`config.mk`:
```
export PLATFORM = sky130hd
export DESIGN_NAME = tnaf_digit_stack_flat
export DESIGN_NICKNAME = d
export VERILOG_FILES = /design/src/rtl/tnaf_digit_stack_if.sv /design/src/rtl/tnaf_digit_stack.sv /design/src/flat_wrapper.sv
export SDC_FILE = /design/constraint.sdc
export NUM_CORES = 1
export LEC_CHECK = 0
export BUFFER_PORTS_ARGS = -buffer_cell sky130_fd_sc_hd__buf_2
export CAP_MARGIN = 30
export CORE_AREA = 2 2 277 279
export CTS_BUF_LIST = sky130_fd_sc_hd__clkbuf_4
export DETAILED_ROUTE_END_ITERATION = 6
export DIE_AREA = 0 0 279 281
export GPL_TIMING_DRIVEN = 0
export MAX_ROUTING_LAYER = met4
export PLACE_DENSITY_LB_ADDON = 0.3
export SETUP_SLACK_MARGIN = 0.4
export SLEW_MARGIN = 10
export SYNTH_ARGS = -nofsm -noshare
export SYNTH_HDL_FRONTEND = slang
export SYNTH_SLANG_ARGS = --single-unit
export TNS_END_PERCENT = 5
```
`constraint.sdc`:
```
create_clock -name clk -period 9.2 [get_ports clk]
set_input_delay 0.92 -clock clk [delete_from_list [all_inputs] [get_ports clk]]
set_output_delay 0.92 -clock clk [all_outputs]
set_load 0.005 [all_outputs]
```
`src/rtl/tnaf_digit_stack_if.sv`:
```
// Digit-stream bus between the tau-NAF generator, the digit stack and the
// point-multiplication controller. The stack uses "slave", the environment "master".
interface tnaf_digit_stack_if #(
  parameter int AW = 9
);
  logic          start;
  logic          wr_valid;
  logic          wr_nonzero;
  logic          wr_sign;
  logic          gen_done;
  logic          suspend;
  logic          rd_req;
  logic          rd_valid;
  logic          rd_nonzero;
  logic          rd_sign;
  logic          rd_last;
  logic [AW:0]   length;
  logic [AW:0]   weight;
  logic          length_even;
  logic          ready;
  logic          done;
  logic          overflow;

  modport slave (
    input  start, wr_valid, wr_nonzero, wr_sign, gen_done, rd_req,
    output suspend, rd_valid, rd_nonzero, rd_sign, rd_last,
           length, weight, length_even, ready, done, overflow
  );

  modport master (
    output start, wr_valid, wr_nonzero, wr_sign, gen_done, rd_req,
    input  suspend, rd_valid, rd_nonzero, rd_sign, rd_last,
           length, weight, length_even, ready, done, overflow
  );
endinterface

```
`src/rtl/tnaf_digit_stack.sv`:
```
// LIFO for tau-NAF digits: stacked LSB-first, leading zeros trimmed,
// popped MSB-first with length/weight/parity reporting.
module tnaf_digit_stack #(
  parameter int DEPTH = 512,
  parameter int AW    = 9
) (
  input  logic              clk,
  input  logic              rst,
  tnaf_digit_stack_if.slave bus
);

  typedef enum logic [2:0] {
    S_IDLE,
    S_FILL,
    S_TRIM,
    S_DRAIN,
    S_DONE
  } state_e;

  localparam logic [AW:0] FULL = (AW+1)'(DEPTH);

  state_e      state_q, state_d;
  logic [AW:0] cnt_q, cnt_d;
  logic [AW:0] weight_q, weight_d;
  logic [AW:0] length_q, length_d;
  logic        overflow_q, overflow_d;
  logic        rd_valid_q, rd_valid_d;
  logic        rd_nz_q, rd_nz_d;
  logic        rd_sign_q, rd_sign_d;
  logic        rd_last_q, rd_last_d;

  // {nonzero, sign}; sign is forced low for zero digits on write
  logic [1:0]    mem [DEPTH];
  logic          mem_we;
  logic [AW-1:0] top_idx;
  logic [1:0]    top;

  // Wraps to DEPTH-1 when the stack is full; only consulted when cnt_q > 0
  assign top_idx = cnt_q[AW-1:0] - AW'(1);
  assign top     = mem[top_idx];

  always_ff @(posedge clk) begin
    if (mem_we) begin
      mem[cnt_q[AW-1:0]] <= {bus.wr_nonzero, bus.wr_nonzero & bus.wr_sign};
    end
  end

  always_ff @(posedge clk) begin
    if (!rst) begin
      state_q    <= S_IDLE;
      cnt_q      <= '0;
      weight_q   <= '0;
      length_q   <= '0;
      overflow_q <= 1'b0;
      rd_valid_q <= 1'b0;
      rd_nz_q    <= 1'b0;
      rd_sign_q  <= 1'b0;
      rd_last_q  <= 1'b0;
    end else begin
      state_q    <= state_d;
      cnt_q      <= cnt_d;
      weight_q   <= weight_d;
      length_q   <= length_d;
      overflow_q <= overflow_d;
      rd_valid_q <= rd_valid_d;
      rd_nz_q    <= rd_nz_d;
      rd_sign_q  <= rd_sign_d;
      rd_last_q  <= rd_last_d;
    end
  end

  always_comb begin
    state_d    = state_q;
    cnt_d      = cnt_q;
    weight_d   = weight_q;
    length_d   = length_q;
    overflow_d = overflow_q;
    rd_valid_d = 1'b0;
    rd_nz_d    = rd_nz_q;
    rd_sign_d  = rd_sign_q;
    rd_last_d  = rd_last_q;
    mem_we     = 1'b0;

    if (bus.start) begin
      state_d    = S_FILL;
      cnt_d      = '0;
      weight_d   = '0;
      length_d   = '0;
      overflow_d = 1'b0;
    end else begin
      if (bus.wr_valid && state_q != S_FILL) begin
        overflow_d = 1'b1;
      end

      unique case (state_q)
        S_FILL: begin
          if (bus.wr_valid) begin
            if (cnt_q != FULL) begin
              mem_we   = 1'b1;
              cnt_d    = cnt_q + (AW+1)'(1);
              weight_d = weight_q + (AW+1)'(bus.wr_nonzero);
            end else begin
              overflow_d = 1'b1;
            end
          end
          if (bus.gen_done) begin
            state_d = S_TRIM;
          end
        end
        S_TRIM: begin
          if (cnt_q != '0 && !top[1]) begin
            cnt_d = cnt_q - (AW+1)'(1);
          end else begin
            length_d = cnt_q;
            state_d  = S_DRAIN;
          end
        end
        S_DRAIN: begin
          if (cnt_q == '0) begin
            state_d = S_DONE;
          end else if (bus.rd_req) begin
            rd_valid_d = 1'b1;
            rd_nz_d    = top[1];
            rd_sign_d  = top[0];
            rd_last_d  = (cnt_q == (AW+1)'(1));
            cnt_d      = cnt_q - (AW+1)'(1);
          end
        end
        S_IDLE, S_DONE: ;
        default: state_d = S_IDLE;
      endcase
    end
  end

  assign bus.suspend     = (cnt_q == FULL);
  assign bus.rd_valid    = rd_valid_q;
  assign bus.rd_nonzero  = rd_nz_q;
  assign bus.rd_sign     = rd_sign_q;
  assign bus.rd_last     = rd_last_q;
  assign bus.length      = length_q;
  assign bus.weight      = weight_q;
  assign bus.length_even = ~length_q[0];
  assign bus.ready       = (state_q == S_DRAIN);
  assign bus.done        = (state_q == S_DONE);
  assign bus.overflow    = overflow_q;

endmodule

```
`src/flat_wrapper.sv`:
```
// flat-port wrapper written by rule: the top's interface ports become plain ports
module tnaf_digit_stack_flat 
#(
  parameter int DEPTH = 512,
  parameter int AW    = 9
)
  (clk, rst, bus_start, bus_wr_valid, bus_wr_nonzero, bus_wr_sign, bus_gen_done, bus_rd_req, bus_suspend, bus_rd_valid, bus_rd_nonzero, bus_rd_sign, bus_rd_last, bus_length, bus_weight, bus_length_even, bus_ready, bus_done, bus_overflow);
  tnaf_digit_stack_if #(.AW(AW)) bus_i ();
  input  logic clk;
  input  logic rst;
  input wire logic [$bits(bus_i.start)-1:0] bus_start;
  input wire logic [$bits(bus_i.wr_valid)-1:0] bus_wr_valid;
  input wire logic [$bits(bus_i.wr_nonzero)-1:0] bus_wr_nonzero;
  input wire logic [$bits(bus_i.wr_sign)-1:0] bus_wr_sign;
  input wire logic [$bits(bus_i.gen_done)-1:0] bus_gen_done;
  input wire logic [$bits(bus_i.rd_req)-1:0] bus_rd_req;
  output wire logic [$bits(bus_i.suspend)-1:0] bus_suspend;
  output wire logic [$bits(bus_i.rd_valid)-1:0] bus_rd_valid;
  output wire logic [$bits(bus_i.rd_nonzero)-1:0] bus_rd_nonzero;
  output wire logic [$bits(bus_i.rd_sign)-1:0] bus_rd_sign;
  output wire logic [$bits(bus_i.rd_last)-1:0] bus_rd_last;
  output wire logic [$bits(bus_i.length)-1:0] bus_length;
  output wire logic [$bits(bus_i.weight)-1:0] bus_weight;
  output wire logic [$bits(bus_i.length_even)-1:0] bus_length_even;
  output wire logic [$bits(bus_i.ready)-1:0] bus_ready;
  output wire logic [$bits(bus_i.done)-1:0] bus_done;
  output wire logic [$bits(bus_i.overflow)-1:0] bus_overflow;
  assign bus_i.start = bus_start;
  assign bus_i.wr_valid = bus_wr_valid;
  assign bus_i.wr_nonzero = bus_wr_nonzero;
  assign bus_i.wr_sign = bus_wr_sign;
  assign bus_i.gen_done = bus_gen_done;
  assign bus_i.rd_req = bus_rd_req;
  assign bus_suspend = bus_i.suspend;
  assign bus_rd_valid = bus_i.rd_valid;
  assign bus_rd_nonzero = bus_i.rd_nonzero;
  assign bus_rd_sign = bus_i.rd_sign;
  assign bus_rd_last = bus_i.rd_last;
  assign bus_length = bus_i.length;
  assign bus_weight = bus_i.weight;
  assign bus_length_even = bus_i.length_even;
  assign bus_ready = bus_i.ready;
  assign bus_done = bus_i.done;
  assign bus_overflow = bus_i.overflow;
  tnaf_digit_stack #(.DEPTH(DEPTH), .AW(AW)) u_core (.clk(clk), .rst(rst), .bus(bus_i));
endmodule
```
# Yosys cells after proc, flatten, opt, wreduce, memory -nomap -nowiden
# Memories as Yosys holds them, arrays and structs flattened.
# Cells that the tools add are included.
# totals
regBits,38
mem_bits_rw,1024
inputBits,8
word_cells,81
out_inout_bits,29
mem_count,1
# mem_list
name,words,width,read_ports,rd_clocked_by_memory_dff,wr,line_no,text
u_core.mem,512,2,1,0,1,tnaf_digit_stack.sv:33,logic [1:0] mem [DEPTH];
# classes
n_bitwise,8
mux,22
reduce_logical,16
addsub,4
n_eq_ne,20
# op_table
cell,count
10-bit 2-to-1 mux,5
10-bit one-hot mux with 3 select lines,1
1-bit 2-to-1 mux,12
"2-bit inequality test, second input constant",6
3-bit one-hot mux with 4 select lines,1
4-bit AND reduction,3
10-bit by 1-bit adder with 10-bit output,1
"10-bit by 1-bit adder with 10-bit output, second input constant",1
"10-bit by 1-bit == test with 1-bit output, second input constant",1
"10-bit == test, second input constant",1
10-bit zero test,1
"10-bit inequality test, second input constant",1
10-bit nonzero test,1
"10-bit by 1-bit subtractor with 10-bit output, second input constant",1
3-bit 2-to-1 mux,3
"9-bit by 1-bit subtractor with 9-bit output, second input constant",1
1-bit inverter,7
"3-bit by 2-bit == test with 1-bit output, second input constant",2
"2-bit by 1-bit inequality test with 1-bit output, second input constant",3
"3-bit inequality test, second input constant",2
6-bit AND reduction,1
2-bit OR reduction,2
4-bit OR reduction,1
"3-bit by 1-bit == test with 1-bit output, second input constant",1
other kinds (10),11

# Logic depth before layout (Yosys ltp)
# logic_depth
ltp_word,7
mapped_depth,19
mapped_depth_nobuf,11

# Least setup slack after synthesis
# Ideal clock, no wire load.
# synth_path
kind,input to register
start,input bus_wr_sign
end,memory u_core.mem[0][0] (data pin)
stages,1
arrival_time_ps,7328
n_path_buf,0
slack_ps,339
setup_time_ps,1533
required_time_ps,7667
path_cell_list,and2_1
# synth_between
elab_chain_len,1
# synth_rtl
element,line_no,text
start: declaration,flat_wrapper.sv:14,input wire logic [$bits(bus_i.wr_sign)-1:0] bus_wr_sign;
1-bit AND,tnaf_digit_stack.sv:44,"mem[cnt_q[AW-1:0]] <= {bus.wr_nonzero, bus.wr_nonzero & bus.wr_sign};"
end: declaration,tnaf_digit_stack.sv:33,
# Every way passes these cells.

# Worst setup path in the final report
# layout_path
start,register u_core.cnt_q[0]
end,"memory u_core.mem[192][0], enable pin"
# layout_between
elab_chain_len,7
# layout_rtl
element,line_no,text
start: declaration,tnaf_digit_stack.sv:23,"logic [AW:0] cnt_q, cnt_d;"
start signal: assignment,tnaf_digit_stack.sv:61,cnt_q <= cnt_d;
10-bit inequality test,tnaf_digit_stack.sv:98,if (cnt_q != FULL) begin
1-bit 2-to-1 mux,tnaf_digit_stack.sv:98,
1-bit 2-to-1 mux,tnaf_digit_stack.sv:97,if (bus.wr_valid) begin
1-bit 2-to-1 mux,tnaf_digit_stack.sv:95,unique case (state_q)
1-bit 2-to-1 mux,tnaf_digit_stack.sv:84,if (bus.start) begin
1-bit 2-to-1 mux,tnaf_digit_stack.sv:43,if (mem_we) begin
1-bit 2-to-1 mux (not written as such),tnaf_digit_stack.sv:44,
# Several ways; a longest one is shown, not always the timed one.

==> impl_metrics.yaml <==
clocking:
  cts_sinks: 1062
  cts_buffers: 281
  cts_resized: 0
  cts_root_buf: "clkbuf_4"
  clk_pin_slew_ps: 70
  cts_buffer_depth: 4
  clk_latency_ps: 1170
  htree_num_levels: 5
  holdBufCountCts: 0
  cts_tree: "yes"
  post_cts_buffers: 0
synth:
  syn_area_per_cell_sq_um: 17.2
  yosysUniqueCellTypes: 58
  synthFlopType: "edfxtp_1"
  netlist_top_cells_area: "edfxtp_1, mux4_2, nor2_1"
  synth_top_cell_by_area: "edfxtp_1"
  syn_inst: 2577
  yosys_warnings: 0
  synth_nets: 2591
  synth_enable_flop_cells: 1024
  ys_async_sr_fraction: 0
  synth_seq_cells: 1062
  seq_area_frac_synth: 0.712
  synth_top_area_frac: 0.694
  syn_area_sq_mm: 0.0443
timing:
  fin_worst_skew_ps: 84.8
  hold_violations: 0
  hold_slack_ps: 119
  period_share: 0.767
  grt_setup_unrepaired: "no"
  relSlewSlack: 0.244
  period_needed_ps: 7050
  setup_viol: 0
  fmax_ghz: 0.142
  slew_violations: 0
  tightest_slew_ps: 1130
floorplan:
  die-area_sq_mm: 0.0784
  core_sq_mm: 0.0754
  die_w_um: 279
  initial_core_util: 0.587
  pin_count: 37
  num_rows: 101
  die_height_um: 281
drt:
  viasPerCell: 6.88
  wire_per_inst_um: 34.4
  first_pass_iters: 7
  drtIter0Drc: 5102
  num_vias: 28100
  met3WireLength_mm: 21.7
  postRouteAntennaNets: 0
  dr_wl_met2_mm: 62.1
  drt_drc_violations_left: 5
  drt-met1-wl_mm: 47.3
  wirelength_mm: 141
  topRoutingLayerUsed: "met4"
critical_path:
  path_buf_inv: 8
  path_common_cell: "buf_6"
  cp_max_fo: 10
  crit_path_end_kind: "flop"
  r2r_slack_ps: 2150
  cp.required_ps: 9940
  crit_family: "simple AND/OR/NAND/NOR gates"
  reg2regPathDepth: 17
  crit_chain: "buf_6, buf_6, buf_6, buf_6, inv_1, ha_1, or3b_1, buf_4, nor2_4, and3_1, nor4b_1, nand2_1, nor2_1, clkbuf_1, clkbuf_1, nand2_1, nor3_1"
  crit_slowest_cell: "nor3_1"
  worstReg2RegEnd: "u_core.mem[192][0]"
  slowest_delay_ps: 840
  critPathKind: "flop to flop"
  cp-start-kind: "flop"
  cp.arrival_ps: 7800
  crit_start: "u_core.cnt_q[0]"
  reg2reg_from: "u_core.cnt_q[0]"
power_and_ir_drop:
  leakagePower_nw: 16.0
  ir_drop_mv: 0.113
  p_per_area_mw_per_mm2: 194
  power.total_mw: 9.64
outcome:
  status: "complete, but fails checks"
  violations: "DRC"
job:
  drv_cap: 0
final_layout:
  multi_input_area_sq_mm: 0.0119
  layout_common_cells: "edfxtp_1, nor2_1, clkbuf_4"
  fill_cells: 5179
  area.sequential_sq_mm: 0.0315
  synthToLayoutAreaGrowth_pct: 12.5
  finalNetCount: 2964
  final_layout_size_suffix_gt1_frac: 0.280
  final_common_cell: "edfxtp_1"
placement:
  port_buffers: 36
  gp_congestion: 0.962
  place_hpwl_mm: 92.8
global_route:
  grt_max_degree: 175
  grt_usage: 0.376
  grt_remaining_overflow: 0
  grt_pass1_wl_mm: 196
  grt_pass1_vias: 27700
  antenna_found_initial: 4
worst_hold_path:
  worstHoldPathCells: 3
  hold_class: "input pin to flop"
  hp-start: "bus_rd_req"
  min_to: "u_core.bus.rd_valid"
## synth_stat cells, types with 5 or more instances
library cell,number
edfxtp_1,1024
nor2_1,539
mux4_2,276
nand2_1,133
clkbuf_1,106
mux2i_1,102
nand3_1,61
dfxtp_1,38
buf_2,35
a21oi_1,23
buf_4,21
and3_1,19
nor3_1,18
mux4_1,14
buf_6,11
nand4_1,10
o21ai_0,10
or3_1,10
inv_1,9
nor2b_1,9
xor2_1,9
and2_1,8
o311ai_1,8
a31oi_1,7
buf_1,6
ha_1,6
xnor2_1,6
a2111oi_0,5
## through the flow
| step | TNS, ps | instance area, sq um | std cells | worst slack (ps) | util |
|---|---|---|---|---|---|
| floorplan | 0 | 44300 | 2577 | 3970 | - |
| global placement | -2426010 | 45700 | 3591 | -4800 | 0.606 |
| detailed placement | 0 | 46600 | 3643 | 2470 | 0.617 |
| CTS | 0 | 49800 | 4083 | 2430 | 0.660 |
| global route | 0 | 49800 | 4087 | 2140 | 0.660 |
| finish | 0 | 49800 | 4087 | 2150 | 0.660 |
## state kept, by name, indices dropped and copies added, names as in the netlist
| name | flops |
|---|---|
| u_core.cnt_q | 10 |
| u_core.bus.rd_sign | 1 |
| u_core.bus.overflow | 1 |
| u_core.bus.rd_valid | 1 |
| u_core.mem | 1024 |
| u_core.bus.rd_last | 1 |
| u_core.bus.weight | 10 |
| u_core.bus.rd_nonzero | 1 |
| u_core.bus.length | 10 |
| u_core.state_q | 3 |
## worst register-to-register path, cell delays in order, from the launching register on
cell      delay [ps]
dfxtp_1          410
buf_6            180
buf_6            220
buf_6            270
buf_6            260
inv_1            170
ha_1             330
or3b_1           200
buf_4            350
nor2_4           160
and3_1           230
nor4b_1          450
nand2_1          410
nor2_1           430
clkbuf_1         680
clkbuf_1         840
nand2_1          230
nor3_1           840
## how the worst max path moves through the flow
stage,end,slack (ps),cells past startpoint
after floorplan,u_core.mem[0][0],3970,1
after global placement,u_core.mem[299][0],-4800,2
after detailed placement,u_core.mem[192][1],2470,17
after CTS,u_core.mem[192][0],2430,17
after global routing,u_core.mem[192][0],2140,17
final,u_core.mem[192][0],2150,17
## cell families after synthesis
kind of cell | Yosys count | share of synthesized area
flops | 1062 | 0.712
simple gates | 827 | 0.0771
mux | 394 | 0.172
buf+inv | 190 | 0.0213
compound gates | 82 | 0.0127
xor+xnor | 16 | 0.00333
fa+ha+maj | 6 | 0.00170
## layout make-up
cell class                 instances  area share
inverter                           9    0.000678
multi-input combinational       1325       0.238
clock buffer                     380      0.0573
timing repair buffer              90      0.0207
antenna                            2    0.000100
tap                              978      0.0246
sequential                      1062       0.633
buffer                           181      0.0187
clock inverter                    60     0.00736
## report_power, final
group / switching (mW) / leakage (nW) / total [mW] / internal, mW
combinational: 0.292 / 4.56 / 0.429 / 0.137
clock: 1.88 / 1.94 / 3.92 / 2.03
sequential: 0.000963 / 9.48 / 5.29 / 5.29
total: 2.18 / 16.0 / 9.64 / 7.47
## layer usage
layer / track usage / vias up
li1: - / 10900
met1: 0.480 / 14000
met2: 0.532 / 2618
met3: 0.121 / 513
met4: 0.223 / 0
met5: - / -
Power figures use the tool's default switching activity.
